--- src/rtl/cnt_ctrl_pkg.sv ---
// Shared types and helpers for the BCD stopwatch counter controller.
// Holds the FSM state encoding, digit width and single-digit BCD increment.
package cnt_ctrl_pkg;

  localparam int BCD_W      = 4;
  localparam int DIGITS_DEF = 4;

  typedef enum logic [1:0] {
    IDLE  = 2'd0,
    RUN   = 2'd1,
    PAUSE = 2'd2
  } state_t;

  // One BCD digit plus carry-in; returns {carry_out, digit}.
  function automatic logic [BCD_W:0] digit_inc(input logic [BCD_W-1:0] d,
                                               input logic             cin);
    logic [BCD_W:0] r;
    r = {1'b0, d};
    if (cin) begin
      if (d == BCD_W'(9)) r = {1'b1, {BCD_W{1'b0}}};
      else                r = {1'b0, d + BCD_W'(1)};
    end
    return r;
  endfunction

endpackage

--- src/rtl/cnt_ctrl_btn_debounce.sv ---
// Button conditioner: 2-flop synchronizer, tick_scan-sampled debounce, rising-edge pulse.
// A button must be seen released after reset before any press is reported.
module btn_debounce
  import cnt_ctrl_pkg::*;
#(
  parameter int DEB_SAMPLES = 2
) (
  input  logic clk_in,
  input  logic rst,
  input  logic tick_scan_i,
  input  logic btn_i,
  output logic press_o
);

  localparam int CNT_W = $clog2(DEB_SAMPLES + 1);

  logic [1:0]             sync_q;
  logic [DEB_SAMPLES-1:0] samp_q, samp_d;
  logic [DEB_SAMPLES:0]   samp_ext;
  logic [CNT_W-1:0]       cnt_q;
  logic                   level_q, armed_q, press_q;
  logic                   full, all1, all0;

  // Window of the newest DEB_SAMPLES samples, including the one taken this tick.
  always_comb begin
    samp_ext = {samp_q, sync_q[1]};
    samp_d   = samp_ext[DEB_SAMPLES-1:0];
    full     = (cnt_q >= CNT_W'(DEB_SAMPLES - 1));
    all1     = full & (&samp_d);
    all0     = full & ~(|samp_d);
  end

  always_ff @(posedge clk_in or posedge rst) begin
    if (rst) begin
      sync_q  <= '0;
      samp_q  <= '0;
      cnt_q   <= '0;
      level_q <= 1'b0;
      armed_q <= 1'b0;
      press_q <= 1'b0;
    end else begin
      sync_q  <= {sync_q[0], btn_i};
      press_q <= 1'b0;
      if (tick_scan_i) begin
        samp_q <= samp_d;
        if (cnt_q != CNT_W'(DEB_SAMPLES)) cnt_q <= cnt_q + CNT_W'(1);
        if (all1) begin
          level_q <= 1'b1;
          press_q <= ~level_q & armed_q;
        end
        // Arming needs a genuine post-reset low window, so a held button stays silent.
        if (all0) begin
          level_q <= 1'b0;
          armed_q <= 1'b1;
        end
      end
    end
  end

  assign press_o = press_q;

endmodule

--- src/rtl/cnt_ctrl.sv ---
// Stopwatch controller: debounced start/stop/clear buttons drive an IDLE/RUN/PAUSE FSM
// that gates a DIGITS-wide BCD seconds counter, plus a multiplexed digit scanner.
module cnt_ctrl
  import cnt_ctrl_pkg::*;
#(
  parameter int DIGITS      = DIGITS_DEF,
  parameter int DEB_SAMPLES = 2
) (
  input  logic                      clk_in,
  input  logic                      rst,
  input  logic                      tick_sec,
  input  logic                      tick_scan,
  input  logic                      btn_start,
  input  logic                      btn_stop,
  input  logic                      btn_clr,
  output logic [BCD_W*DIGITS-1:0]   bcd,
  output logic [BCD_W-1:0]          dig_val,
  output logic [DIGITS-1:0]         an,
  output logic                      running,
  output logic                      ovf
);

  localparam int SCAN_W = (DIGITS > 1) ? $clog2(DIGITS) : 1;

  logic start_p, stop_p, clr_p;

  btn_debounce #(.DEB_SAMPLES(DEB_SAMPLES)) u_start (
    .clk_in(clk_in), .rst(rst), .tick_scan_i(tick_scan), .btn_i(btn_start), .press_o(start_p)
  );
  btn_debounce #(.DEB_SAMPLES(DEB_SAMPLES)) u_stop (
    .clk_in(clk_in), .rst(rst), .tick_scan_i(tick_scan), .btn_i(btn_stop), .press_o(stop_p)
  );
  btn_debounce #(.DEB_SAMPLES(DEB_SAMPLES)) u_clr (
    .clk_in(clk_in), .rst(rst), .tick_scan_i(tick_scan), .btn_i(btn_clr), .press_o(clr_p)
  );

  state_t                        state_q;
  logic                          running_q, ovf_q;
  logic [DIGITS-1:0][BCD_W-1:0]  bcd_q, bcd_d;
  logic                          carry;
  logic [BCD_W:0]                dres;

  // Ripple-carry decimal increment; carry out of the top digit means all-9s wrapped.
  always_comb begin
    bcd_d = bcd_q;
    carry = 1'b1;
    dres  = '0;
    for (int i = 0; i < DIGITS; i++) begin
      dres     = digit_inc(bcd_q[i], carry);
      bcd_d[i] = dres[BCD_W-1:0];
      carry    = dres[BCD_W];
    end
  end

  // Press priority clr > stop > start: a higher pulse suppresses the lower ones.
  always_ff @(posedge clk_in or posedge rst) begin
    if (rst) begin
      state_q   <= IDLE;
      running_q <= 1'b0;
      bcd_q     <= '0;
      ovf_q     <= 1'b0;
    end else if (clr_p) begin
      state_q   <= IDLE;
      running_q <= 1'b0;
      bcd_q     <= '0;
      ovf_q     <= 1'b0;
    end else begin
      if (state_q == RUN && tick_sec) begin
        bcd_q <= bcd_d;
        if (carry) ovf_q <= 1'b1;
      end
      case (state_q)
        IDLE, PAUSE: if (!stop_p && start_p) begin
          state_q   <= RUN;
          running_q <= 1'b1;
        end
        RUN: if (stop_p) begin
          state_q   <= PAUSE;
          running_q <= 1'b0;
        end
        default: begin
          state_q   <= IDLE;
          running_q <= 1'b0;
        end
      endcase
    end
  end

  logic [SCAN_W-1:0] idx_q;
  logic [DIGITS-1:0] an_q;
  logic [BCD_W-1:0]  dig_val_q;

  // Each tick shows the current index, then advances it.
  always_ff @(posedge clk_in or posedge rst) begin
    if (rst) begin
      idx_q     <= '0;
      an_q      <= '1;
      dig_val_q <= '0;
    end else if (tick_scan) begin
      an_q      <= ~(DIGITS'(1) << idx_q);
      dig_val_q <= bcd_q[idx_q];
      idx_q     <= (idx_q == SCAN_W'(DIGITS - 1)) ? '0 : idx_q + SCAN_W'(1);
    end
  end

  assign bcd     = bcd_q;
  assign dig_val = dig_val_q;
  assign an      = an_q;
  assign running = running_q;
  assign ovf     = ovf_q;

endmodule

--- config.mk ---
export PLATFORM = sky130hd
export DESIGN_NAME = cnt_ctrl
export DESIGN_NICKNAME = d
export VERILOG_FILES = /design/src/rtl/cnt_ctrl_pkg.sv /design/src/rtl/cnt_ctrl_btn_debounce.sv /design/src/rtl/cnt_ctrl.sv
export SDC_FILE = /design/constraint.sdc
export NUM_CORES = 1
export LEC_CHECK = 0
export CORE_MARGIN = 2
export CORE_UTILIZATION = 38
export DETAILED_ROUTE_END_ITERATION = 7
export PLACE_DENSITY_LB_ADDON = 0.3
export SETUP_SLACK_MARGIN = 0.02
export SLEW_MARGIN = 20
export SYNTH_ARGS = -nofsm -noshare
export SYNTH_HDL_FRONTEND = slang
export SYNTH_HIERARCHICAL = 1
export SYNTH_SLANG_ARGS = --single-unit
--- constraint.sdc ---
create_clock -name clk_in -period 5.35 [get_ports clk_in]
set_clock_uncertainty 0.2 [all_clocks]
set_input_delay 1.07 -clock clk_in [delete_from_list [all_inputs] [get_ports clk_in]]
set_output_delay 1.07 -clock clk_in [all_outputs]
set_load 0.02 [all_outputs]
==> summary.txt <==
Logic synthesis
  – Synth cell types: 50
  – EDFF count, synth: 0
  – #FFs+latches synth: 54
  – Syn avg cell area: 11.62 µm²
  – Register area share after synthesis: 49.25%
  – Async set or reset register ratio after synthesis: 100.0%
  – Syn Inst Count: 237
  – Synth Cell Area: 2754 µm²
  – Syn nets: around 260
  – Synthesis warning total: 6
  – Main synth FF type: dfrtp_1

Final layout
  – Post-Layout Cell Count: between 300 and 400
  – Area Growth Syn to Fin: 18.08%
  – ANT cells: 0
  – Ratio of cells with drive above 1 in the final layout: a little over an eighth
  – Fin nets: 294
  – Util after Layout: 45.56%
  – Cell area after layout: 3252 µm²

Clocking
  – CTS root buf: clkbuf_8
  – Clk slew on worst S/H paths: roughly 0.09 ns
  – CTS H-tree depth: 2
  – Post-CTS sizing: 0
  – Clock sinks: 54
  – CTS tree: done
  – CTS max path bufs: 2
  – Post-CTS Hold Buffers: 0
  – CTS buffer count: 5
  – Postcts setup bufs: 0
  – Worst-Skew Late Latency: just over 0.3 ns

Global routing
  – Number of global-route vias before repair: 1780
  – Total gr overflow: 0
  – GRT Overall Usage: about 14%
  – Initial antenna violation count: 0
  – Largest net degree at the start of global routing: 31
  – First-pass GRT wire length: a little under 9000 µm

Route
  – DRT Pass-1 Iters: 4
  – Routed WL per cell: 13.39 µm
  – DR DRC count: 0
  – 1st-iter DRT viols: just over 100
  – Post-Route WL: 4940 µm
  – DR vias/cell: roughly 5.0
  – Antenna-violating nets left: 0
  – Via Count: 1850

Floorplan
  – Core area: 7137 µm²
  – Die H: between 80 and 90 µm
  – DIE WIDTH: 89.13 µm
  – # IOs: 33
  – Die area: between 7000 and 8000 µm²
  – Starting density of the core: 38.59%
  – Std cell rows: 31

STA
  – Period utilisation layout: 52.09%
  – FMAX: 358.9 MHz
  – Final Hold Fails: 0
  – Final setup vio count: 0
  – Least-Margin Pin Slew: ~0.95 ns
  – Pins Over Slew Limit: 0
  – RSZ-0062 raised after global routing: no
  – Relative slew slack: between 30 and 40%
  – Setup_tns: 0 ns
  – Crit path time final: 2.787 ns

Critical path
  – CP arrival: 2.78 ns
  – Reg2Reg Depth: 5
  – Nature of the critical path endpoint: register
  – Setup Crit Path Kind: input port to register
  – CP Max Fanout: 27
  – CP startpoint kind: input port
  – Reg-to-reg critical path startpoint: bcd[0]$_DFFE_PP0P_
  – Reg2Reg Capture Point: bcd[15]$_DFFE_PP0P_
  – Worst reg2reg setup slack: 3.04 ns
  – Req. time, crit path: 5.35 ns

Placed design
  – I/O Buffers: 32
  – GP Congestion: about 0.89
  – Dpl cell area: roughly 3100 µm²
  – Dpl cells: roughly 360
  – DP HPWL: 3519 µm

Flow run
  – Max Cap Violations: 0

Min path
  – Hold path start: u_start/sync_q[0]$_DFF_PP0_
  – Hold Path Sink: u_start/sync_q[1]$_DFF_PP0_
  – Worst Hold Depth: 0
  – Hold crit path type: register to register

Power and ir drop
  – PwrDens: roughly 380 nW/µm²
  – Static Leak: between 0.0015 and 0.002 µW
  – Total Power: 1248 µW
  – Worst IR Drop VDD: 0.2209 mV

Status
  – Status: complete, no violations
-- how the worst max path moves through the flow --
stage,start,to,slack (ns)
4_1_cts,tick_scan,u_clr/cnt_q[1]$_DFFE_PP0P_,2.53
5_1_grt,tick_scan,u_start/cnt_q[1]$_DFFE_PP0P_,2.43
6_report,tick_scan,u_start/cnt_q[1]$_DFFE_PP0P_,2.56
3_5_place_dp,tick_scan,u_clr/cnt_q[1]$_DFFE_PP0P_,2.20
2_1_floorplan,tick_sec,bcd[15]$_DFFE_PP0P_,3.11
3_3_place_gp,tick_scan,u_clr/cnt_q[1]$_DFFE_PP0P_,2.23
-- critical path, stage by stage --
cell and delay, ns:
clkdlybuf4s50_1 1.09, nor2b_4 0.32, mux2_4 0.30
-- registers in the layout (all words and copies together) (netlist names), 2 cells and up --
register	cells
state_q	2
bcd	16
u_start/sync_q	2
idx_q	2
u_stop/cnt_q	2
u_clr/sync_q	2
dig_val	4
an	4
u_stop/sync_q	2
u_clr/cnt_q	2
u_start/cnt_q	2
-- through the flow --
step	worst slack (ns)	hold slack [ns]
6_report	2.563	0.1558
5_1_grt	2.428	0.1700
4_1_cts	2.535	0.1601
3_5_place_dp	2.202	0.1371
3_3_place_gp	2.228	0.1318
2_1_floorplan	3.114	0.1312
-- cells in the mapped netlist (5+ instances only) --
cell type | n | area [µm²]
a21o_1 | 5 | 37.54
dfrtp_1 | 50 | 1251
inv_1 | 21 | 78.83
nor2_1 | 22 | 82.58
mux2i_1 | 5 | 50.05
mux2_2 | 7 | 78.83
ha_1 | 18 | 225.2
o21ai_0 | 8 | 40.04
nand2_1 | 12 | 45.04
a21oi_1 | 13 | 65.06
or3_1 | 5 | 31.28
-- logic make-up (layout without fill, tap and decap cells) --
kind of cell,after synthesis,after routing,share of synthesized area (%)
and+or+nand+nor,74,74,16.54
DFF,54,54,49.25
AOI/OAI and AO/OA,40,40,10.18
buffers and inverters,29,62,5.179
muxes,19,19,9.723
adders and majority gates,18,18,8.178
xor gates and xnor gates,3,3,0.9543
-- area by class of cell --
class / count / area, µm²
inverters: 21 / 78.83
clock inverters: 2 / 37.54
multi-input cells: 154 / 1255
flip-flops and latches: 54 / 1356
fillers: 703 / 3885
clock buffers: 6 / 72.57
repair buffers: 33 / 327.8
well taps: 99 / 123.9
-- per-layer routing --
layer / vias up / GRT usage, % / part of all wire [%]
met2: 31 / 22.49 / 47
met4: 0 / 4.478 / 1.3
met1: 919 / 19.47 / 48
met5: - / 0 / 0
met3: 7 / 2.493 / 3.4
li1: 893 / - / -
-- cells in the final DEF, fill, tap and decap left out, types with 4 or more instances in the layout --
cell / instances
nand3_1: 4
nand2_1: 12
ha_1: 18
dfrtp_1: 50
dfstp_2: 4
nor2_1: 22
a21o_1: 5
clkdlybuf4s50_1: 32
inv_1: 21
o21ai_0: 8
mux2_2: 7
clkbuf_8: 5
a21oi_1: 13
and2b_1: 4
mux2i_1: 5
or3_1: 5
-- power breakdown --
group,internal [µW],total [µW],switching (µW)
Combinational,210,391,181
Sequential,498,581,83.5
Clock,140,276,136
Note: power is estimated with default switching activity, not from simulation.
